`src/rtl/laser_rx_lanes.sv`:
```
// Multi-lane oversampled laser receiver: lanes share one framing FSM and sample counter,
// each lane majority-votes three mid-bit samples and delivers words via valid/ready.
module laser_rx_lanes #(
    parameter int LANES      = 2,
    parameter int DATA_BITS  = 8,
    parameter int OVERSAMPLE = 8
) (
    input  logic                         clock,
    input  logic                         reset,
    input  logic                         en,
    input  logic [LANES-1:0]             laser_in,
    output logic [LANES*DATA_BITS-1:0]   data_out,
    output logic                         data_valid,
    input  logic                         data_ready,
    output logic [LANES-1:0]             frame_err,
    output logic                         overrun,
    output logic                         busy
);

    localparam int MID   = OVERSAMPLE / 2;
    localparam int CNT_W = $clog2(OVERSAMPLE);
    localparam int BIT_W = (DATA_BITS > 1) ? $clog2(DATA_BITS) : 1;

    localparam logic [CNT_W-1:0] CNT_LAST    = CNT_W'(OVERSAMPLE - 1);
    localparam logic [CNT_W-1:0] CNT_VOTE_LO = CNT_W'(MID - 1);
    localparam logic [CNT_W-1:0] CNT_VOTE_MD = CNT_W'(MID);
    localparam logic [CNT_W-1:0] CNT_VOTE_HI = CNT_W'(MID + 1);
    localparam logic [BIT_W-1:0] BIT_LAST    = BIT_W'(DATA_BITS - 1);

    typedef enum logic [1:0] {
        IDLE  = 2'd0,
        START = 2'd1,
        DATA  = 2'd2,
        STOP  = 2'd3
    } state_t;

    state_t                       state_reg;
    state_t                       state_next;
    logic [LANES-1:0]             rx_meta_reg;
    logic [LANES-1:0]             rx_s_reg;
    logic [CNT_W-1:0]             sample_cnt_reg;
    logic [BIT_W-1:0]             bit_cnt_reg;
    logic [LANES-1:0]             bit_value;
    logic [LANES-1:0]             start_ok;
    logic [LANES*DATA_BITS-1:0]   shift_all;
    logic                         detect;
    logic                         bit_end;
    logic                         in_window;
    logic                         latch_start;
    logic                         shift_bit;
    logic                         load_frame;

    // Two-flop synchroniser on the raw photodiode levels
    always_ff @(posedge clock or posedge reset) begin
        if (reset) begin
            rx_meta_reg <= '0;
            rx_s_reg    <= '0;
        end else begin
            rx_meta_reg <= laser_in;
            rx_s_reg    <= rx_meta_reg;
        end
    end

    assign detect    = (state_reg == IDLE) && en && (|rx_s_reg);
    assign bit_end   = (sample_cnt_reg == CNT_LAST);
    assign in_window = (state_reg != IDLE) &&
                       ((sample_cnt_reg == CNT_VOTE_LO) ||
                        (sample_cnt_reg == CNT_VOTE_MD) ||
                        (sample_cnt_reg == CNT_VOTE_HI));
    assign busy      = (state_reg != IDLE);

    always_ff @(posedge clock or posedge reset) begin
        if (reset) begin
            state_reg <= IDLE;
        end else begin
            state_reg <= state_next;
        end
    end

    always_comb begin
        state_next  = state_reg;
        latch_start = 1'b0;
        shift_bit   = 1'b0;
        load_frame  = 1'b0;
        if (!en) begin
            state_next = IDLE;
        end else begin
            case (state_reg)
                IDLE: begin
                    if (|rx_s_reg) begin
                        state_next = START;
                    end
                end
                START: begin
                    if (bit_end) begin
                        // A start bit seen on no lane at all is treated as line noise
                        if (|bit_value) begin
                            latch_start = 1'b1;
                            state_next  = DATA;
                        end else begin
                            state_next = IDLE;
                        end
                    end
                end
                DATA: begin
                    if (bit_end) begin
                        shift_bit = 1'b1;
                        if (bit_cnt_reg == BIT_LAST) begin
                            state_next = STOP;
                        end
                    end
                end
                STOP: begin
                    if (bit_end) begin
                        load_frame = 1'b1;
                        state_next = IDLE;
                    end
                end
                default: state_next = IDLE;
            endcase
        end
    end

    // The detect cycle counts as sample 0 of the start bit, hence the load of 1
    always_ff @(posedge clock or posedge reset) begin
        if (reset) begin
            sample_cnt_reg <= '0;
            bit_cnt_reg    <= '0;
        end else if (state_reg == IDLE) begin
            sample_cnt_reg <= detect ? CNT_W'(1) : '0;
            bit_cnt_reg    <= '0;
        end else begin
            sample_cnt_reg <= bit_end ? '0 : sample_cnt_reg + 1'b1;
            if (shift_bit) begin
                bit_cnt_reg <= bit_cnt_reg + 1'b1;
            end
        end
    end

    genvar gi;
    generate
        for (gi = 0; gi < LANES; gi++) begin : g_lane
            logic [1:0]           vote_reg;
            logic [1:0]           vote_total;
            logic                 start_ok_reg;
            logic [DATA_BITS-1:0] lane_sr_reg;

            // Include the current sample so a window ending on the last count still counts
            assign vote_total     = vote_reg + {1'b0, in_window & rx_s_reg[gi]};
            assign bit_value[gi]  = vote_total[1];
            assign start_ok[gi]   = start_ok_reg;
            assign shift_all[gi*DATA_BITS +: DATA_BITS] = lane_sr_reg;

            always_ff @(posedge clock or posedge reset) begin
                if (reset) begin
                    vote_reg <= '0;
                end else if ((state_reg == IDLE) || bit_end) begin
                    vote_reg <= '0;
                end else begin
                    vote_reg <= vote_total;
                end
            end

            always_ff @(posedge clock or posedge reset) begin
                if (reset) begin
                    start_ok_reg <= 1'b0;
                    lane_sr_reg  <= '0;
                end else begin
                    if (latch_start) begin
                        start_ok_reg <= bit_value[gi];
                    end
                    if (shift_bit) begin
                        lane_sr_reg                <= lane_sr_reg >> 1;
                        lane_sr_reg[DATA_BITS-1]   <= bit_value[gi];
                    end
                end
            end
        end
    endgenerate

    // A load that coincides with an accept replaces the word without flagging overrun
    always_ff @(posedge clock or posedge reset) begin
        if (reset) begin
            data_out   <= '0;
            data_valid <= 1'b0;
            frame_err  <= '0;
            overrun    <= 1'b0;
        end else begin
            overrun <= 1'b0;
            if (load_frame) begin
                data_out   <= shift_all;
                frame_err  <= ~start_ok | bit_value;
                data_valid <= 1'b1;
                overrun    <= data_valid & ~data_ready;
            end else if (data_ready) begin
                data_valid <= 1'b0;
            end
        end
    end

endmodule

```
`config.mk`:
```
export PLATFORM = sky130hd
export DESIGN_NAME = laser_rx_lanes
export DESIGN_NICKNAME = d
export VERILOG_FILES = /design/src/rtl/laser_rx_lanes.sv
export SDC_FILE = /design/constraint.sdc
export NUM_CORES = 1
export LEC_CHECK = 0
export BUFFER_PORTS_ARGS = -buffer_cell sky130_fd_sc_hd__clkbuf_2
export CAP_MARGIN = 20
export CORE_ASPECT_RATIO = 0.5
export CORE_UTILIZATION = 25
export CTS_CLUSTER_DIAMETER = 80
export DETAILED_ROUTE_END_ITERATION = 8
export PLACE_DENSITY = 0.48
export SYNTH_ARGS = -nofsm -noshare
export SYNTH_HDL_FRONTEND = slang
export SYNTH_SLANG_ARGS = --single-unit
```
`constraint.sdc`:
```
create_clock -name clock -period 1.86 [get_ports clock]
set_input_delay 0.372 -clock clock [delete_from_list [all_inputs] [get_ports clock]]
set_output_delay 0.372 -clock clock [all_outputs]
set_load 0.01 [all_outputs]
```
==> results of run 1 <==
layer usage:
layer,up-vias,GRT usage
li1,608,-
met1,605,0.114
met2,14,0.155
met3,8,0.0267
met4,0,0.0506
met5,-,0
Yosys cell counts:
library cell / count
a31o_2: 1
dfrtp_1: 54
nand4b_1: 1
nor2_2: 1
o31ai_1: 1
nand3b_1: 1
mux2_4: 14
o22ai_1: 1
mux2_2: 6
xnor2_1: 2
and2_1: 4
nand2_1: 4
nand3_1: 4
nand2b_1: 1
nand4_2: 1
mux2_1: 10
inv_1: 6
buf_6: 3
nor3_1: 2
ha_1: 8
o21ai_0: 10
nor2_1: 3
o211a_1: 1
a21o_1: 2
buf_2: 3
a21oi_1: 4
nor3b_1: 2
nand4b_4: 1
worst max-delay path: cells and delay by family (launching register included):
kind                       cells  cell delay (ns)
adders and majority gates      2             0.36
and+or+nand+nor                2             0.27
buffers and inverters          2             0.22
DFF                            1             0.40
AOI/OAI and AO/OA              3             0.25
xor gates and xnor gates       1             0.15
worst min path at each step:
| stage | startpoint | slack, ns | endpoint |
|---|---|---|---|
| finish | reset | 0.13 | g_lane[0].lane_sr_reg[7] |
| global route | reset | 0.18 | g_lane[0].lane_sr_reg[7] |
| CTS | reset | 0.15 | g_lane[0].lane_sr_reg[7] |
| detailed placement | rx_meta_reg[1] | 0.34 | rx_s_reg[1] |
| global placement | rx_meta_reg[0] | 0.33 | rx_s_reg[0] |
| floorplan | rx_meta_reg[0] | 0.33 | rx_s_reg[0] |
final cells by class:
| class | count | area [sq um] |
|---|---|---|
| timing repair buffer | 39 | 265 |
| sequential | 54 | 1350 |
| fill | 840 | 5510 |
| inverter | 6 | 22.5 |
| tap | 112 | 140 |
| clock buffer | 5 | 125 |
| multi-input combinational | 85 | 848 |
| clock inverter | 3 | 28.8 |
repair_timing:
action / CTS / global route
gates resized for setup: 3 / 12
pin swaps: 1 / 6
endpoints found under the setup margin: 5 / 16
setup buffers: 1 / 3
cells in the final DEF, fill, tap and decap left out, types with 4 or more instances in the layout:
master	netlist	routed
dfrtp_1	54	54
clkbuf_2	0	26
mux2_4	14	14
mux2_1	10	10
buf_4	0	10
o21ai_0	10	7
mux2_2	6	6
inv_1	6	5
clkbuf_16	0	5
nand3_1	4	4
nand2_1	4	4
ha_1	8	4
cell families after synthesis:
kind of cell / Yosys count
adders and majority gates: 8
muxes: 30
and+or+nand+nor: 25
AOI/OAI and AO/OA: 20
DFF: 54
xor gates and xnor gates: 2
buffers and inverters: 12
metrics by stage:
| stage | TNS, ns | total power [mW] | area [sq um] |
|---|---|---|---|
| 2_1_floorplan | 0 | 1.27 | 2210 |
| 3_3_place_gp | -0.00523 | 1.30 | 2520 |
| 3_5_place_dp | -0.236 | 1.31 | 2520 |
| 4_1_cts | 0 | 2.28 | 2700 |
| 5_1_grt | 0 | 2.35 | 2780 |
| 6_report | 0 | 2.25 | 2780 |
power by group through the flow:
stage | clock, mW | sequential [mW] | combinational [mW]
floorplan | 0 | 1.22 | 0.0488
global placement | 0 | 1.22 | 0.0849
detailed placement | 0 | 1.22 | 0.0857
CTS | 0.998 | 1.20 | 0.0904
global route | 1.04 | 1.20 | 0.112
finish | 0.953 | 1.20 | 0.0947
==> reports/qor_table.md, run 1 <==
| Quantity | Reported |
| --- | --- |
| Critical path data arrival time | 1.93 ns |
| R2r worst-path depth | 10 |
| Max-cap violations | 0 |
| Finished Core Util | 0.336 |
| Top post-synthesis cells by area | dfrtp_1 61%, mux2_4 9.5%, mux2_1 5.1%, ha_1 4.5%, mux2_2 3.1% |
| Detailed Route Iter0 Violations | 48 |
| Initial Utilization | 0.267 |
| CP Capture Point | g_lane[1].start_ok_reg |
| Pin count of the biggest net entering global routing | 29 |
| Worst slew margin relative to its limit | 0.588 |
| Clock tree from TritonCTS | yes |
| Number of warnings issued by yosys | 0 |
| Main combinational cell family by area after synthesis | multiplexers |
| Transition time at the pin with the least slew margin | 0.617 ns |
| Number of top-level pins | 27 |
| Part of the total power dissipated in sequential elements | 0.533 |
| Worst IR Drop VDD | 0.000320 V |
| Slowest cell delay on critical path | 0.40 ns |
| Floorplan die height | 68.5 microns |
| Core outline area | 8290 sq um |
| Topmost layer with routed signal wires | met4 |
| Startpoint of the worst-slack reg-to-reg timing path | sample_cnt_reg[0] |
| Worst hold margin | 0.134 ns |
| Post-synth top area share | 0.612 |
| Area fraction in and, or, nand and nor cells after synthesis | 0.0730 |
| Crit path launch | sample_cnt_reg[0] |
| Power per cell area | 807 nW/um^2 |
| Number of storage elements in the synthesis netlist | 54 |
| Aggregate global routing overflow | 0 |
| Share of the cycle needed by the critical path after routing | 0.943 |
| Fmax achieved | 570 MHz |
| Hpwl dp | 2490 microns |
| Critical path data required time | 2.04 ns |
| Share of synthesized area spent on multiplexers | 0.177 |
| Clock skew after layout | 0.00930 ns |
| Routed via count | 1235 |
| Routed wl met3 | 113 microns |
| Post-synthesis share of cell area spent on full adders, half adders and majority gates | 0.0453 |
| Area growth from synthesis to layout | 25.9% |
| Largest area contributor in the netlist | dfrtp_1 |
| Unique cell type count in the Yosys netlist | 28 |
| Overall Global Routing Usage | 0.0937 |
| Count of pins over their slew limit | 0 |
| Diodes inserted | 0 |
| Sequential-to-total area share from yosys stat | 0.612 |
| Net Sw Power | 505 uW |
| Maximum root-to-sink buffer count | 2 |
| Die Footprint | 9240 sq um |
| Critical-path cell with the highest stage delay | dfrtp_1 |
| Compound-Gate Fraction of Synth Area | 0.0532 |
| Launching element type of the critical path | flip-flop |
| Setup violations, final | 0 |
| Number of H-tree levels | 2 |
| 1st-pass router iterations | 3 |
| Cell row count | 23 |
| Comb power frac | 0.042 |
| Post-synthesis instance area | 2210 sq um |
| Switching part of the total power | 0.225 |
| Final net count | 205 |
| Worst setup timing slack at the placement stage | -0.0980 ns |
| Type of the setup path with the least slack | flip-flop to flip-flop |
| CTS Sinks | 54 |
| Cells after synthesis | 151 |
| # hold bufs at CTS | 0 |
| Horizontal die dimension | 135 microns |
| Number of placed cells counting well taps | 292 |
| Maximum fanout along the worst path | 4 |
| Reg2reg setup slack | 0.11 ns |
| Clock slew at the register clock pins of the worst setup and hold paths | 0.08 ns |
| First-pass GRT wire length | 6490 microns |
| Reg-to-reg endpoint | g_lane[1].start_ok_reg |
| Xor/xnor share of the synthesized area | 0.00793 |
| Worst setup margin | 0.106 ns |
| Endpoints failing hold | 0 |
| Min cycle time layout | 1.75 ns |
| Final routed DRC violation total | 0 |
| Share of post-route cells with drive strength above 1 | 0.427 |
| Number of nets in the synthesized netlist | 165 |
| Number of antenna violations at the first check in global routing | 0 |
| Met2 routed WL | 1660 microns |
| Cell internal power dissipation | 1.74 mW |
| Number of global-route vias before repair | 1345 |
| Average footprint of a synthesized cell | 14.6 sq um |
| Count of buffers inserted at the top-level ports | 26 |
| Remaining antenna violation count | 0 |
| Drt via density | 4.06 |
| Total routed wire length on the met1 layer | 1770 microns |
| Detailed-route wire length | 3620 microns |
| Clock Root Buffer | clkbuf_16 |
| Kind of end point of the critical path | flip-flop |
| Sequence of cells on the critical path | inv_1, ha_2, nor2_2, a21oi_2, and2_1, ha_2, xnor2_2, buf_4, o21ai_1, o21ai_1 |
| Leak Pwr | 1.47 nW |
| Clock network fraction of total power | 0.425 |
| Unrepaired setup endpoints after global routing | no |
| Routability congestion estimate from global placement | 0.757 |
| Worst hold path type | input pin to asynchronous set/reset pin |
| Worst-Skew Late Latency | 0.30 ns |
| Layout Cells excl Fill | 304 |
| Post-DR wirelength/cell | 11.9 microns |
| Status | finished clean |
| Number of buffers created by CTS | 5 |
(Power assumes the default switching activity.)
==> inputs of run 2 (changes only) <==
--- a/config.mk
+++ b/config.mk
@@ -8,10 +8,10 @@
 export BUFFER_PORTS_ARGS = -buffer_cell sky130_fd_sc_hd__clkbuf_2
 export CAP_MARGIN = 20
 export CORE_ASPECT_RATIO = 0.5
-export CORE_UTILIZATION = 25
+export CORE_UTILIZATION = 39
 export CTS_CLUSTER_DIAMETER = 80
 export DETAILED_ROUTE_END_ITERATION = 8
-export PLACE_DENSITY = 0.48
+export PLACE_DENSITY = 0.65
 export SYNTH_ARGS = -nofsm -noshare
 export SYNTH_HDL_FRONTEND = slang
 export SYNTH_SLANG_ARGS = --single-unit
==> run 2 against run 1 <==
- routed wire length decreased by 5.3%
- combinational power shrank 7.3%
- core utilization is 19 points higher
- critical path depth shrank 1
- register-to-register slack lost 0.05 ns
- non-clock buffer count stayed put
- die area fell by 35%
- hold slack worse by 0.057 ns
- sequential power about the same
- total power about the same
- largest power group unchanged
==> reports/qor_table.md, run 2 (synthesis results as in run 1) <==
| Quantity | Reported |
| --- | --- |
| Remaining antenna violation count | 0 |
| First-pass GRT wire length | 6010 microns |
| Multi-input combinational cell area | 828 sq um |
| Worst slew margin relative to its limit | 0.670 |
| Endpoints failing hold | 0 |
| Drt via density | 4.86 |
| Number of placed cells counting well taps | 252 |
| Critical path data arrival time | 1.98 ns |
| Type of the setup path with the least slack | flip-flop to flip-flop |
| Number of buffers created by CTS | 5 |
| Number of antenna violations at the first check in global routing | 0 |
| Share of the cycle needed by the critical path after routing | 0.969 |
| Most frequent cell on the critical path | o21ai_1 |
| Leak Pwr | 1.47 nW |
| Commonest non-fill, non-tap cell in the layout | dfrtp_1 |
| Launching element type of the critical path | flip-flop |
| Horizontal die dimension | 108 microns |
| Finished Core Util | 0.523 |
| Worst-Skew Late Latency | 0.29 ns |
| Count of buffers inserted at the top-level ports | 26 |
| Critical-path cell with the highest stage delay | dfrtp_1 |
| Number of global-route vias before repair | 1311 |
| Clock tree from TritonCTS | yes |
| Final routed DRC violation total | 0 |
| Min cycle time layout | 1.80 ns |
| Hpwl dp | 2290 microns |
| Kind of end point of the critical path | flip-flop |
| Number of top-level pins | 27 |
| Floorplan die height | 55.2 microns |
| Clock skew after layout | 0.00804 ns |
| Diodes inserted | 0 |
| Clock Root Buffer | clkbuf_16 |
| Layout Cells excl Fill | 262 |
| Clock slew at the register clock pins of the worst setup and hold paths | 0.07 ns |
| Status | finished clean |
| Total power draw | 2.25 mW |
| Final net count | 205 |
| Worst IR Drop VDD | 0.000375 V |
| Area growth from synthesis to layout | 22.7% |
| Fillers | 466 |
| Cell row count | 18 |
| Sequence of cells on the critical path | ha_1, nor2_1, a21oi_1, and2_1, ha_2, xnor2_2, buf_4, o21ai_1, o21ai_1 |
| Worst hold path type | input pin to asynchronous set/reset pin |
| Routability congestion estimate from global placement | 0.731 |
| Overall Global Routing Usage | 0.131 |
| Fmax achieved | 555 MHz |
| Register area | 1350 sq um |
| Maximum root-to-sink buffer count | 2 |
| Setup violations, final | 0 |
| Slowest cell delay on critical path | 0.41 ns |
| Max-cap violations | 0 |
| Count of pins over their slew limit | 0 |
| Critical path data required time | 2.04 ns |
| Unrepaired setup endpoints after global routing | yes |
| Pin count of the biggest net entering global routing | 33 |
| Maximum fanout along the worst path | 4 |
| 1st-pass router iterations | 4 |
| Most frequent cells in the layout | 54 x dfrtp_1, 26 x clkbuf_2, 14 x mux2_4 |
| Detailed-route wire length | 3430 microns |
| Transition time at the pin with the least slew margin | 0.494 ns |
| Aggregate global routing overflow | 0 |
| Worst hold margin | 0.0769 ns |
| CTS Sinks | 54 |
| Routed via count | 1273 |
| # hold bufs at CTS | 0 |
| Post-DR wirelength/cell | 13.1 microns |
| Number of H-tree levels | 2 |
| Share of post-route cells with drive strength above 1 | 0.411 |
| Die Footprint | 5990 sq um |
| Power per cell area | 829 nW/um^2 |
| Initial Utilization | 0.427 |
| Core outline area | 5180 sq um |
| Detailed Route Iter0 Violations | 27 |
run 2: stage by stage:
stage / TNS [ns] / area [sq um] / worst slack (ns)
after floorplan: 0 / 2210 / 0.0250
after global placement: -0.0553 / 2490 / -0.0553
after detailed placement: -0.229 / 2490 / -0.139
after CTS: 0 / 2660 / 0.0105
after global routing: -0.0319 / 2710 / -0.0171
final: 0 / 2710 / 0.0584
run 2: area by class of cell:
cell class | count | share of cell area
tap | 70 | 0.0323
inverter | 6 | 0.00831
clock buffer | 6 | 0.0512
timing repair buffer | 39 | 0.0979
sequential | 54 | 0.499
clock inverter | 2 | 0.00600
multi-input combinational | 85 | 0.306
run 2: where the power goes:
part,switching [mW],internal (mW)
registers,0.00997,1.19
clock network,0.422,0.541
logic,0.0523,0.0354
run 2: per-layer routing:
layer,vias up,share of wire,GRT usage
li1,608,-,-
met1,634,0.45,0.163
met2,24,0.49,0.208
met3,7,0.046,0.0449
met4,0,0.019,0.0579
met5,-,0,0
run 2: repair_timing:
| action | in CTS | in global routing |
|---|---|---|
| setup endpoints to repair | 5 | 20 |
| endpoints found under the hold margin | 0 | 0 |
| resized for setup | 3 | 9 |
| gates cloned | 0 | 0 |
| buffers inserted | 0 | 2 |
| pin swaps | 1 | 2 |
run 2: worst max-delay path: cells and delay by family (launching register included):
| family | cells | cell delay, ns |
|---|---|---|
| buffers and inverters | 1 | 0.16 |
| AO/OA/AOI/OAI | 3 | 0.29 |
| flip-flops | 1 | 0.41 |
| AND/OR/NAND/NOR | 2 | 0.27 |
| adder cells (fa/ha/maj) | 2 | 0.40 |
| XOR/XNOR | 1 | 0.15 |
run 2: path summary, 6_finish.rpt:
path	startpoint	to	slack, ns	cells after the start
max	sample_cnt_reg[0]	g_lane[1].start_ok_reg	0.06	9
min	reset	state_reg[1]	0.08	2
max reg2reg	sample_cnt_reg[0]	g_lane[1].start_ok_reg	0.06	9
min reg2reg	rx_meta_reg[1]	rx_s_reg[1]	0.35	0
max in group asynchronous	reset	data_out[7]	1.24	3
min in group clock	laser_in[0]	rx_meta_reg[0]	0.18	1
